[config.mk]
export PLATFORM = sky130hd
export DESIGN_NAME = mem_port_arbiter_flat
export DESIGN_NICKNAME = d
export VERILOG_FILES = /design/src/rtl/mem_port_arbiter_if.sv /design/src/rtl/mem_port_arbiter.sv /design/src/flat_wrapper.sv
export SDC_FILE = /design/constraint.sdc
export NUM_CORES = 1
export LEC_CHECK = 0
export ABC_AREA = 1
export CORE_ASPECT_RATIO = 0.7
export CORE_UTILIZATION = 38
export CTS_BUF_LIST = sky130_fd_sc_hd__clkbuf_16
export DETAILED_ROUTE_END_ITERATION = 16
export PLACE_DENSITY = 0.83
export SETUP_SLACK_MARGIN = 0.2
export SYNTH_ARGS = -nofsm -noshare
export SYNTH_HDL_FRONTEND = slang
export SYNTH_SLANG_ARGS = --single-unit
[constraint.sdc]
create_clock -name clk -period 1.1 [get_ports clk]
set_input_delay 0.22 -clock clk [delete_from_list [all_inputs] [get_ports clk]]
set_output_delay 0.22 -clock clk [all_outputs]
set_load 0.005 [all_outputs]
[src/rtl/mem_port_arbiter_if.sv]
`default_nettype none
// ============================================================================
// Module   : mem_port_arbiter_if
// Brief    : Request/response and memory-side signals of the memory port arbiter.
// Revision : 1.0 - initial release
// ============================================================================
interface mem_port_arbiter_if #(
    parameter int ADDR_WIDTH = 32,
    parameter int DATA_WIDTH = 32
);
    logic                  i_start;
    logic                  i_ready;
    logic [ADDR_WIDTH-1:0] i_addr;
    logic [DATA_WIDTH-1:0] i_rdata;
    logic                  i_valid;

    logic [2:0]            d_cmd;
    logic                  d_cmd_ready;
    logic [ADDR_WIDTH-1:0] d_addr;
    logic [DATA_WIDTH-1:0] d_wdata;
    logic [DATA_WIDTH-1:0] d_wmask;
    logic [DATA_WIDTH-1:0] d_rdata;
    logic                  d_rdata_valid;

    logic                  mem_start;
    logic                  mem_ready;
    logic                  mem_write;
    logic [ADDR_WIDTH-1:0] mem_addr;
    logic [DATA_WIDTH-1:0] mem_wdata;
    logic [DATA_WIDTH-1:0] mem_wmask;
    logic [DATA_WIDTH-1:0] mem_rdata;
    logic                  mem_rdata_valid;

    logic                  busy;

    // Arbiter side
    modport slave (
        input  i_start, i_addr, d_cmd, d_addr, d_wdata, d_wmask,
               mem_ready, mem_rdata, mem_rdata_valid,
        output i_ready, i_rdata, i_valid, d_cmd_ready, d_rdata, d_rdata_valid,
               mem_start, mem_write, mem_addr, mem_wdata, mem_wmask, busy
    );

    // Pipeline stages plus memory model side
    modport master (
        output i_start, i_addr, d_cmd, d_addr, d_wdata, d_wmask,
               mem_ready, mem_rdata, mem_rdata_valid,
        input  i_ready, i_rdata, i_valid, d_cmd_ready, d_rdata, d_rdata_valid,
               mem_start, mem_write, mem_addr, mem_wdata, mem_wmask, busy
    );
endinterface
`default_nettype wire

[src/rtl/mem_port_arbiter.sv]
`default_nettype none
// ============================================================================
// Module   : mem_port_arbiter
// Brief    : Shares one single-ported memory between instruction and data ports.
// Revision : 1.0 - initial release
// ============================================================================
module mem_port_arbiter #(
    parameter int ADDR_WIDTH = 32,
    parameter int DATA_WIDTH = 32,
    parameter bit FAIR       = 1'b1
) (
    input wire                clk,
    input wire                rst_n,
    mem_port_arbiter_if.slave bus
);

    typedef enum logic [1:0] {
        IDLE    = 2'd0,
        ISSUE   = 2'd1,
        WAIT_RD = 2'd2
    } state_t;

    localparam logic       c_own_inst = 1'b0;
    localparam logic       c_own_data = 1'b1;
    localparam logic [2:0] c_cmd_rd   = 3'b001;
    localparam logic [2:0] c_cmd_wr   = 3'b010;

    state_t                r_state;
    state_t                w_state_nxt;
    logic                  r_owner;
    logic                  r_last_grant;
    logic                  r_write;
    logic [ADDR_WIDTH-1:0] r_addr;
    logic [DATA_WIDTH-1:0] r_wdata;
    logic [DATA_WIDTH-1:0] r_wmask;
    logic [DATA_WIDTH-1:0] r_i_rdata;
    logic [DATA_WIDTH-1:0] r_d_rdata;
    logic                  r_i_valid;
    logic                  r_d_valid;

    logic w_i_req;
    logic w_d_req;
    logic w_d_write;
    logic w_tie_data;
    logic w_idle;
    logic w_i_ready;
    logic w_d_ready;
    logic w_i_acc;
    logic w_d_acc;
    logic w_rsp;

    assign w_i_req   = bus.i_start;
    assign w_d_req   = (bus.d_cmd == c_cmd_rd) || (bus.d_cmd == c_cmd_wr);
    assign w_d_write = (bus.d_cmd == c_cmd_wr);
    assign w_idle    = (r_state == IDLE);

    // Tie-break when both ports request in the same IDLE cycle
    generate
        if (FAIR) begin : g_round_robin
            assign w_tie_data = (r_last_grant == c_own_inst);
        end else begin : g_data_priority
            assign w_tie_data = 1'b1;
        end
    endgenerate

    assign w_i_ready = w_idle && (!w_d_req || (w_i_req && !w_tie_data));
    assign w_d_ready = w_idle && (!w_i_req || (w_d_req && w_tie_data));
    assign w_i_acc   = w_i_req && w_i_ready;
    assign w_d_acc   = w_d_req && w_d_ready;
    assign w_rsp     = (r_state == WAIT_RD) && bus.mem_rdata_valid;

    always_ff @(posedge clk) begin
        if (!rst_n) begin
            r_state <= IDLE;
        end else begin
            r_state <= w_state_nxt;
        end
    end

    always_comb begin
        w_state_nxt   = r_state;
        bus.mem_start = 1'b0;
        bus.mem_write = 1'b0;
        bus.mem_addr  = '0;
        bus.mem_wdata = '0;
        bus.mem_wmask = '0;
        case (r_state)
            IDLE: begin
                if (w_i_acc || w_d_acc) begin
                    w_state_nxt = ISSUE;
                end
            end
            ISSUE: begin
                bus.mem_start = 1'b1;
                bus.mem_write = r_write;
                bus.mem_addr  = r_addr;
                bus.mem_wdata = r_wdata;
                bus.mem_wmask = r_wmask;
                if (bus.mem_ready) begin
                    w_state_nxt = r_write ? IDLE : WAIT_RD;
                end
            end
            WAIT_RD: begin
                if (bus.mem_rdata_valid) begin
                    w_state_nxt = IDLE;
                end
            end
            default: w_state_nxt = IDLE;
        endcase
    end

    // Capture on accept; write data and mask stay zero for reads
    always_ff @(posedge clk) begin
        if (!rst_n) begin
            r_owner      <= c_own_inst;
            r_last_grant <= c_own_inst;
            r_write      <= 1'b0;
            r_addr       <= '0;
            r_wdata      <= '0;
            r_wmask      <= '0;
            r_i_rdata    <= '0;
            r_d_rdata    <= '0;
            r_i_valid    <= 1'b0;
            r_d_valid    <= 1'b0;
        end else begin
            r_i_valid <= 1'b0;
            r_d_valid <= 1'b0;
            if (w_d_acc) begin
                r_owner      <= c_own_data;
                r_last_grant <= c_own_data;
                r_write      <= w_d_write;
                r_addr       <= bus.d_addr;
                r_wdata      <= w_d_write ? bus.d_wdata : '0;
                r_wmask      <= w_d_write ? bus.d_wmask : '0;
            end else if (w_i_acc) begin
                r_owner      <= c_own_inst;
                r_last_grant <= c_own_inst;
                r_write      <= 1'b0;
                r_addr       <= bus.i_addr;
                r_wdata      <= '0;
                r_wmask      <= '0;
            end
            if (w_rsp) begin
                if (r_owner == c_own_data) begin
                    r_d_rdata <= bus.mem_rdata;
                    r_d_valid <= 1'b1;
                end else begin
                    r_i_rdata <= bus.mem_rdata;
                    r_i_valid <= 1'b1;
                end
            end
        end
    end

    assign bus.i_ready       = w_i_ready;
    assign bus.d_cmd_ready   = w_d_ready;
    assign bus.i_rdata       = r_i_rdata;
    assign bus.i_valid       = r_i_valid;
    assign bus.d_rdata       = r_d_rdata;
    assign bus.d_rdata_valid = r_d_valid;
    assign bus.busy          = !w_idle;

endmodule
`default_nettype wire

[src/flat_wrapper.sv]
// flat-port wrapper written by rule: the top's interface ports become plain ports
module mem_port_arbiter_flat 
#(
    parameter int ADDR_WIDTH = 32,
    parameter int DATA_WIDTH = 32,
    parameter bit FAIR       = 1'b1
)
  (clk, rst_n, bus_i_start, bus_i_addr, bus_d_cmd, bus_d_addr, bus_d_wdata, bus_d_wmask, bus_mem_ready, bus_mem_rdata, bus_mem_rdata_valid, bus_i_ready, bus_i_rdata, bus_i_valid, bus_d_cmd_ready, bus_d_rdata, bus_d_rdata_valid, bus_mem_start, bus_mem_write, bus_mem_addr, bus_mem_wdata, bus_mem_wmask, bus_busy);
  mem_port_arbiter_if #(.ADDR_WIDTH(ADDR_WIDTH), .DATA_WIDTH(DATA_WIDTH)) bus_i ();
  input wire clk;
  input wire rst_n;
  input wire logic [$bits(bus_i.i_start)-1:0] bus_i_start;
  input wire logic [$bits(bus_i.i_addr)-1:0] bus_i_addr;
  input wire logic [$bits(bus_i.d_cmd)-1:0] bus_d_cmd;
  input wire logic [$bits(bus_i.d_addr)-1:0] bus_d_addr;
  input wire logic [$bits(bus_i.d_wdata)-1:0] bus_d_wdata;
  input wire logic [$bits(bus_i.d_wmask)-1:0] bus_d_wmask;
  input wire logic [$bits(bus_i.mem_ready)-1:0] bus_mem_ready;
  input wire logic [$bits(bus_i.mem_rdata)-1:0] bus_mem_rdata;
  input wire logic [$bits(bus_i.mem_rdata_valid)-1:0] bus_mem_rdata_valid;
  output wire logic [$bits(bus_i.i_ready)-1:0] bus_i_ready;
  output wire logic [$bits(bus_i.i_rdata)-1:0] bus_i_rdata;
  output wire logic [$bits(bus_i.i_valid)-1:0] bus_i_valid;
  output wire logic [$bits(bus_i.d_cmd_ready)-1:0] bus_d_cmd_ready;
  output wire logic [$bits(bus_i.d_rdata)-1:0] bus_d_rdata;
  output wire logic [$bits(bus_i.d_rdata_valid)-1:0] bus_d_rdata_valid;
  output wire logic [$bits(bus_i.mem_start)-1:0] bus_mem_start;
  output wire logic [$bits(bus_i.mem_write)-1:0] bus_mem_write;
  output wire logic [$bits(bus_i.mem_addr)-1:0] bus_mem_addr;
  output wire logic [$bits(bus_i.mem_wdata)-1:0] bus_mem_wdata;
  output wire logic [$bits(bus_i.mem_wmask)-1:0] bus_mem_wmask;
  output wire logic [$bits(bus_i.busy)-1:0] bus_busy;
  assign bus_i.i_start = bus_i_start;
  assign bus_i.i_addr = bus_i_addr;
  assign bus_i.d_cmd = bus_d_cmd;
  assign bus_i.d_addr = bus_d_addr;
  assign bus_i.d_wdata = bus_d_wdata;
  assign bus_i.d_wmask = bus_d_wmask;
  assign bus_i.mem_ready = bus_mem_ready;
  assign bus_i.mem_rdata = bus_mem_rdata;
  assign bus_i.mem_rdata_valid = bus_mem_rdata_valid;
  assign bus_i_ready = bus_i.i_ready;
  assign bus_i_rdata = bus_i.i_rdata;
  assign bus_i_valid = bus_i.i_valid;
  assign bus_d_cmd_ready = bus_i.d_cmd_ready;
  assign bus_d_rdata = bus_i.d_rdata;
  assign bus_d_rdata_valid = bus_i.d_rdata_valid;
  assign bus_mem_start = bus_i.mem_start;
  assign bus_mem_write = bus_i.mem_write;
  assign bus_mem_addr = bus_i.mem_addr;
  assign bus_mem_wdata = bus_i.mem_wdata;
  assign bus_mem_wmask = bus_i.mem_wmask;
  assign bus_busy = bus_i.busy;
  mem_port_arbiter #(.ADDR_WIDTH(ADDR_WIDTH), .DATA_WIDTH(DATA_WIDTH), .FAIR(FAIR)) u_core (.clk(clk), .rst_n(rst_n), .bus(bus_i));
endmodule
== After elaboration in Yosys (flattened, before gate mapping) ==
Index checks and enable logic that the tools add are counted.
Storage, ports and cells
  bits in registers: 166
  input port bits: 168
  output and inout port bits: 167
  word-level logic and storage cells: 60
Cells by class
  equal/unequal tests: 7
  multiplexer cells: 22
  bitwise logic cells: 1
  reductions and logical operators: 20
Operator list (number)
  32-bit 2-to-1 mux: 10
  2-bit 2-to-1 mux: 4
  1-bit logical AND: 7
  1-bit 2-to-1 mux: 7
  2-bit inequality test, second input constant: 3
  2-bit case mux with 3 select lines: 1
  2-bit AND reduction: 3
  1-bit logical OR: 4
  3-bit by 1-bit equality test with 1-bit output, second input constant: 1
  3-bit by 2-bit equality test with 1-bit output, second input constant: 1
  1-bit zero test: 3
  3-bit AND reduction: 1
  2-bit by 1-bit equality test with 1-bit output, second input constant: 1
  2-bit equality test, second input constant: 1
  2-bit zero test: 1
  2-bit nonzero test: 1
  1-bit inverter: 1

== Depth between registers and ports, before layout ==
  word-level depth: 9
  depth in mapped cells: 9
  mapped depth without buffers: 8

== Worst setup path before layout ==
Ideal clock, no wire load.
  path kind: register to output
  from: register u_core.r_state[0]
  to: output bus_mem_wmask[11]
  arrival time: 1.055 ns
  required time: 0.880 ns
  path slack: -0.175 ns
  cell stages (with the launch flop): 5
  buffers on the path: 2
  cell sequence: dfxtp_1 -> nand2_1 -> buf_2 -> buf_2 -> nor2_1
Between the ends
  word-level cells in the longest chain between the ends: 2
RTL lines
  start: declaration: line mem_port_arbiter.sv:28  | state_t r_state;
  start signal: assignment: line mem_port_arbiter.sv:76  | r_state <= w_state_nxt;
  2-bit by 1-bit equality test with 1-bit output: line mem_port_arbiter.sv:87  | case (r_state)
  32-bit 2-to-1 mux: line mem_port_arbiter.sv:87
  end: declaration: line flat_wrapper.sv:31  | output wire logic [$bits(bus_i.mem_wmask)-1:0] bus_mem_wmask;
No other way between the ends.

== Worst setup path in the final report ==
  from: register u_core.r_state[1]
  to: register u_core.r_addr[26]
Between the ends
  word-level cells in the longest chain between the ends: 4
  elaborated cells on any way between the ends: 7
  classes of those cells: 1 x mux; 6 x reduce/logical
RTL lines
  2-bit zero test (*): line mem_port_arbiter.sv:55  | assign w_idle = (r_state == IDLE);
  1-bit logical AND (on tied branches): line mem_port_arbiter.sv:67, mem_port_arbiter.sv:66
  1-bit logical AND (on tied branches): line mem_port_arbiter.sv:69, mem_port_arbiter.sv:68
  32-bit 2-to-1 mux / 2-bit nonzero test (equally long branches)
  end signal: assignment: line mem_port_arbiter.sv:132  | r_addr <= bus.d_addr;
  end signal: assignment: line mem_port_arbiter.sv:139  | r_addr <= bus.i_addr;
  end: declaration: line mem_port_arbiter.sv:33  | logic [ADDR_WIDTH-1:0] r_addr;
Every way passes the cells marked *; elsewhere a longest branch is shown, timed or not.
A chain may end at the register's enable or synchronous reset.

==> results by stage <==
Timing:
- The final-report max-slew violation count is 0.
- Setup violations remaining at the end of the flow were counted as roughly 270.
- The final critical-path required period is about 1.8 ns.
- The slew at the pin closest to its max-slew limit is around 0.38 ns.
- The normalized max-slew margin is approximately three quarters.
- The final count of hold timing violations came to 0.
- For the final database, setup skew stands at 0.01821 ns.
- Based on the critical path, the design can be clocked at up to 549.0 MHz.
- Across all setup checks in the final design, the least slack found is -0.7214 ns.
- Setup repair after global routing could not meet its margin everywhere.
- The tightest hold path in the finished design has a slack of roughly 0.16 ns.
- The final cycle utilization of the critical path is 165.6%.

Power:
- For this design the total switching power over the nets is approximately 5600 uW.
- The areal power density over the cells is between 1000 and 1500 nW/um^2.
- The worst-case IR drop observed on VDD is 1065 uV.
- The switching share of power is between 30% and 40%.
- The standby leakage power is 0.006158 uW.
- Combinational logic is responsible for between 30% and 40% of the overall power.
- The fraction of power consumed by the clock network is 33.3%.
- The internal power summed over all cells is ~12000 uW.
- The sequential power share is a little over a third.

Route:
- The detailed router's first-iteration violation count is 971.
- The first-pass detailed-route iteration total is 5.
- In this run the remaining antenna-violating nets after routing total 0.
- For this block, the routed nets add up to 37120 um of wire.
- In the routed design, unresolved DRC markers number 0.
- The detail-routed net length per standard cell is between 20 and 25 um.
- The via count is about 9500.
- Dividing the detail-routed via count by the number of cells gives 5.419.

Die:
- The core region is approximately 18000 um^2.
- The die footprint is a little under 20000 um^2.
- The height of the die is ~120 um.
- In this run the count of I/O pins placed on the die edge is around 340.
- The initial standard-cell utilization of the core is 39.51%.
- The die is 166.9 um wide.
- In this run the core area contains around 40 standard-cell rows.

Setup path:
- In this design, the stage delay of the slowest critical-path cell is between 0.3 and 0.4 ns.
- The category of the critical setup timing path is register to register.
- The required time reported for the critical path endpoint is about 1.4 ns.
- Walking the worst path, the cells encountered are buf_6 > nor2_4 > buf_6 > nand2_2 > inv_2 > buf_6 > buf_8 > nand2_8 > buf_16 > nand2_2 > nand3_1 > nand2_1 > inv_1.
- The largest driver fanout on the critical path is 6.
- STA classifies the critical path endpoint as a register.
- The worst setup path is launched from a register.
- The cell with the biggest individual delay on the critical path is dfxtp_4.
- Data on the critical path arrives at its endpoint at approximately 2.1 ns.
- Counting stages on the worst path, the most repeated cell is buf_6.

Run status:
- The flow ran to the end, but the final reports show violations.
- The final reports fail on setup timing.

Layout:
- The most common library cell in the layout ignoring fill and taps is clkdlybuf4s50_1.
- The antenna diode count is 0.
- The final cell count without fillers is roughly 1800.
- The final layout net count is around 1700.
- The share of post-route cells with drive strength above 1 is between 50% and 60%.
- At the end of the flow the core is filled with cells to between 80% and 90%.
- After filler insertion, the fill cell instance count of the layout stands at approximately 900.
- The top cell types in the final layout, fill and taps aside, are clkdlybuf4s50_1 (166), inv_1 (161), buf_6 (106).
- The layout overhead on the synthesized area is 111.9%.
- The post-route cell area is around 15000 um^2.

Place:
- In this run the tool buffered the top-level ports with 334 buffer cells.
- Once detailed placement completed, the half-perimeter wirelength came to 17320 um.
- The final estimated routing congestion in global placement is approximately 0.84.
- The placement-stage worst setup slack is -0.7293 ns.
- After detailed placement, the total cell area comes to 11450 um^2.
- Counting tap cells, the placed design contains a total of 1627 instances.

Run:
- The max-cap violation count is 0.

Global route:
- The initial antenna violation count is 0.
- The first global-routing pass estimated around 48000 um of wire.
- The number of global-route vias before repair is 8898.
- Entering global routing, the biggest net connects between 40 and 50 pins.
- Global routing used roughly 31% of the available tracks.
- For this run the aggregate overflow at the end of global routing stands at 0.

Logic synthesis:
- The total of warnings raised by yosys is 0.
- Sequential cells were found to cover between 40% and 50% of the synthesized design area.
- The total standard cell area after synthesis is roughly 7200 um^2.
- The netlist uses 20 different library cells.
- The average cell area after synthesis is between 6 and 7 um^2.
- The post-synthesis net count is roughly 1200.
- After synthesis the netlist holds a flip-flop and latch count of ~170.
- In the synthesized netlist, the number of instances is 1054.

Clock tree:
- The post-CTS clock slew at the launch and capture registers of the worst setup and hold paths is approximately 0.070 ns.
- The number of clock buffers added by TritonCTS is 17.
- The clock drives ~170 sinks.
- The cell chosen for the clock root is clkbuf_16.
- The number of levels the H-tree was split into is 4.
- At the later pin of the worst-skew pair, clock insertion delay measures between 0.4 and 0.5 ns.
- The TritonCTS clock tree is done.
- The clock passes through at most 2 buffers.

Min path:
- The path class of the tightest hold or removal check is input pin to register.
## registers in the layout (all words and copies together), names as in the netlist
signal                    cells
u_core.r_write                1
u_core.r_addr                32
u_core.bus.i_rdata           32
u_core.bus.i_valid            1
u_core.r_wmask               32
u_core.bus.d_rdata_valid      1
u_core.bus.d_rdata           32
u_core.r_owner                1
u_core.r_wdata               32
u_core.r_state                2
## cell type report
cell class	count	area, um^2	share of cell area, %
clock buffers	17	425.4	2.774
well taps	236	295.3	1.926
clock inverters	15	147.6	0.9629
multi-input cells	638	4796	31.28
inverters	174	681.9	4.447
flip-flops and latches	166	3412	22.25
repair buffers	511	5575	36.36
## metal layers
layer,track usage (%),up-vias,share of wire (%),wire [um]
met5,0,-,0,0
met4,15.10,0,5.3,1978
met3,7.902,174,7.5,2778
met2,52.62,578,50,18490
met1,35.90,4544,37,13870
li1,-,4226,-,-
## stage by stage
stage | total power, uW | setup TNS [ns]
3_3_place_gp | 9511 | -123.39
2_1_floorplan | 7897 | -5.098
6_report | 17920 | -147.81
5_1_grt | 18450 | -161.18
4_1_cts | 16850 | -135.91
3_5_place_dp | 9565 | -128.77
## cells in the mapped netlist
cell      instances  area share (%)
buf_2            34             2.4
nor2_1          166             8.6
o21ai_1           2            0.14
dfxtp_1         166              46
nand3_1         131             9.1
inv_1           170             8.8
clkbuf_1         28             1.5
buf_6             9             1.4
buf_4             2            0.21
inv_2             4            0.21
nand3_2           1            0.14
o21ai_0          63             4.4
nand2_2           3            0.26
nor2_4            2            0.31
nand3b_1          1            0.10
buf_1             2            0.10
nand3b_4          1            0.28
clkbuf_2          2            0.14
nand2_1         135             7.0
a21oi_1         132             9.1
## power groups by stage
stage,Sequential (uW),Clock [uW],Combinational (uW)
global route,6410,6250,5780
floorplan,6480,0,1410
CTS,6370,5930,4540
finish,6400,5960,5560
detailed placement,6490,0,3070
global placement,6480,0,3030
## cell families after synthesis
| family | share of synthesized area (%) |
|---|---|
| flip-flops | 45.93 |
| AO/OA/AOI/OAI | 13.63 |
| AND/OR/NAND/NOR | 25.77 |
| buffers and inverters | 14.68 |
## path summary, 6_finish.rpt
path                         start                     to  depth (start not counted)  slack [ns]
max reg2reg      u_core.r_state[1]      u_core.r_addr[26]                         13       -0.72
min reg2reg  u_core.bus.d_rdata[4]  u_core.bus.d_rdata[4]                          2        0.45
max              u_core.r_state[1]      u_core.r_addr[26]                         13       -0.72
min                          rst_n      u_core.r_state[1]                          3        0.16
## worst max-delay path: cells and delay by family (launching register included)
kind / cells / cell delay, ns
DFF: 1 / 0.36
and+or+nand+nor: 6 / 0.54
buffers and inverters: 7 / 0.80
## what timing repair did
action,4_1_cts,5_1_grt
pin swaps,70,71
buffers inserted,37,25
cloned,29,7
resized for setup,1022,335
hold buffers,0,0
setup endpoints to repair,333,333
No activity file was read; power rests on OpenSTA's default activity.
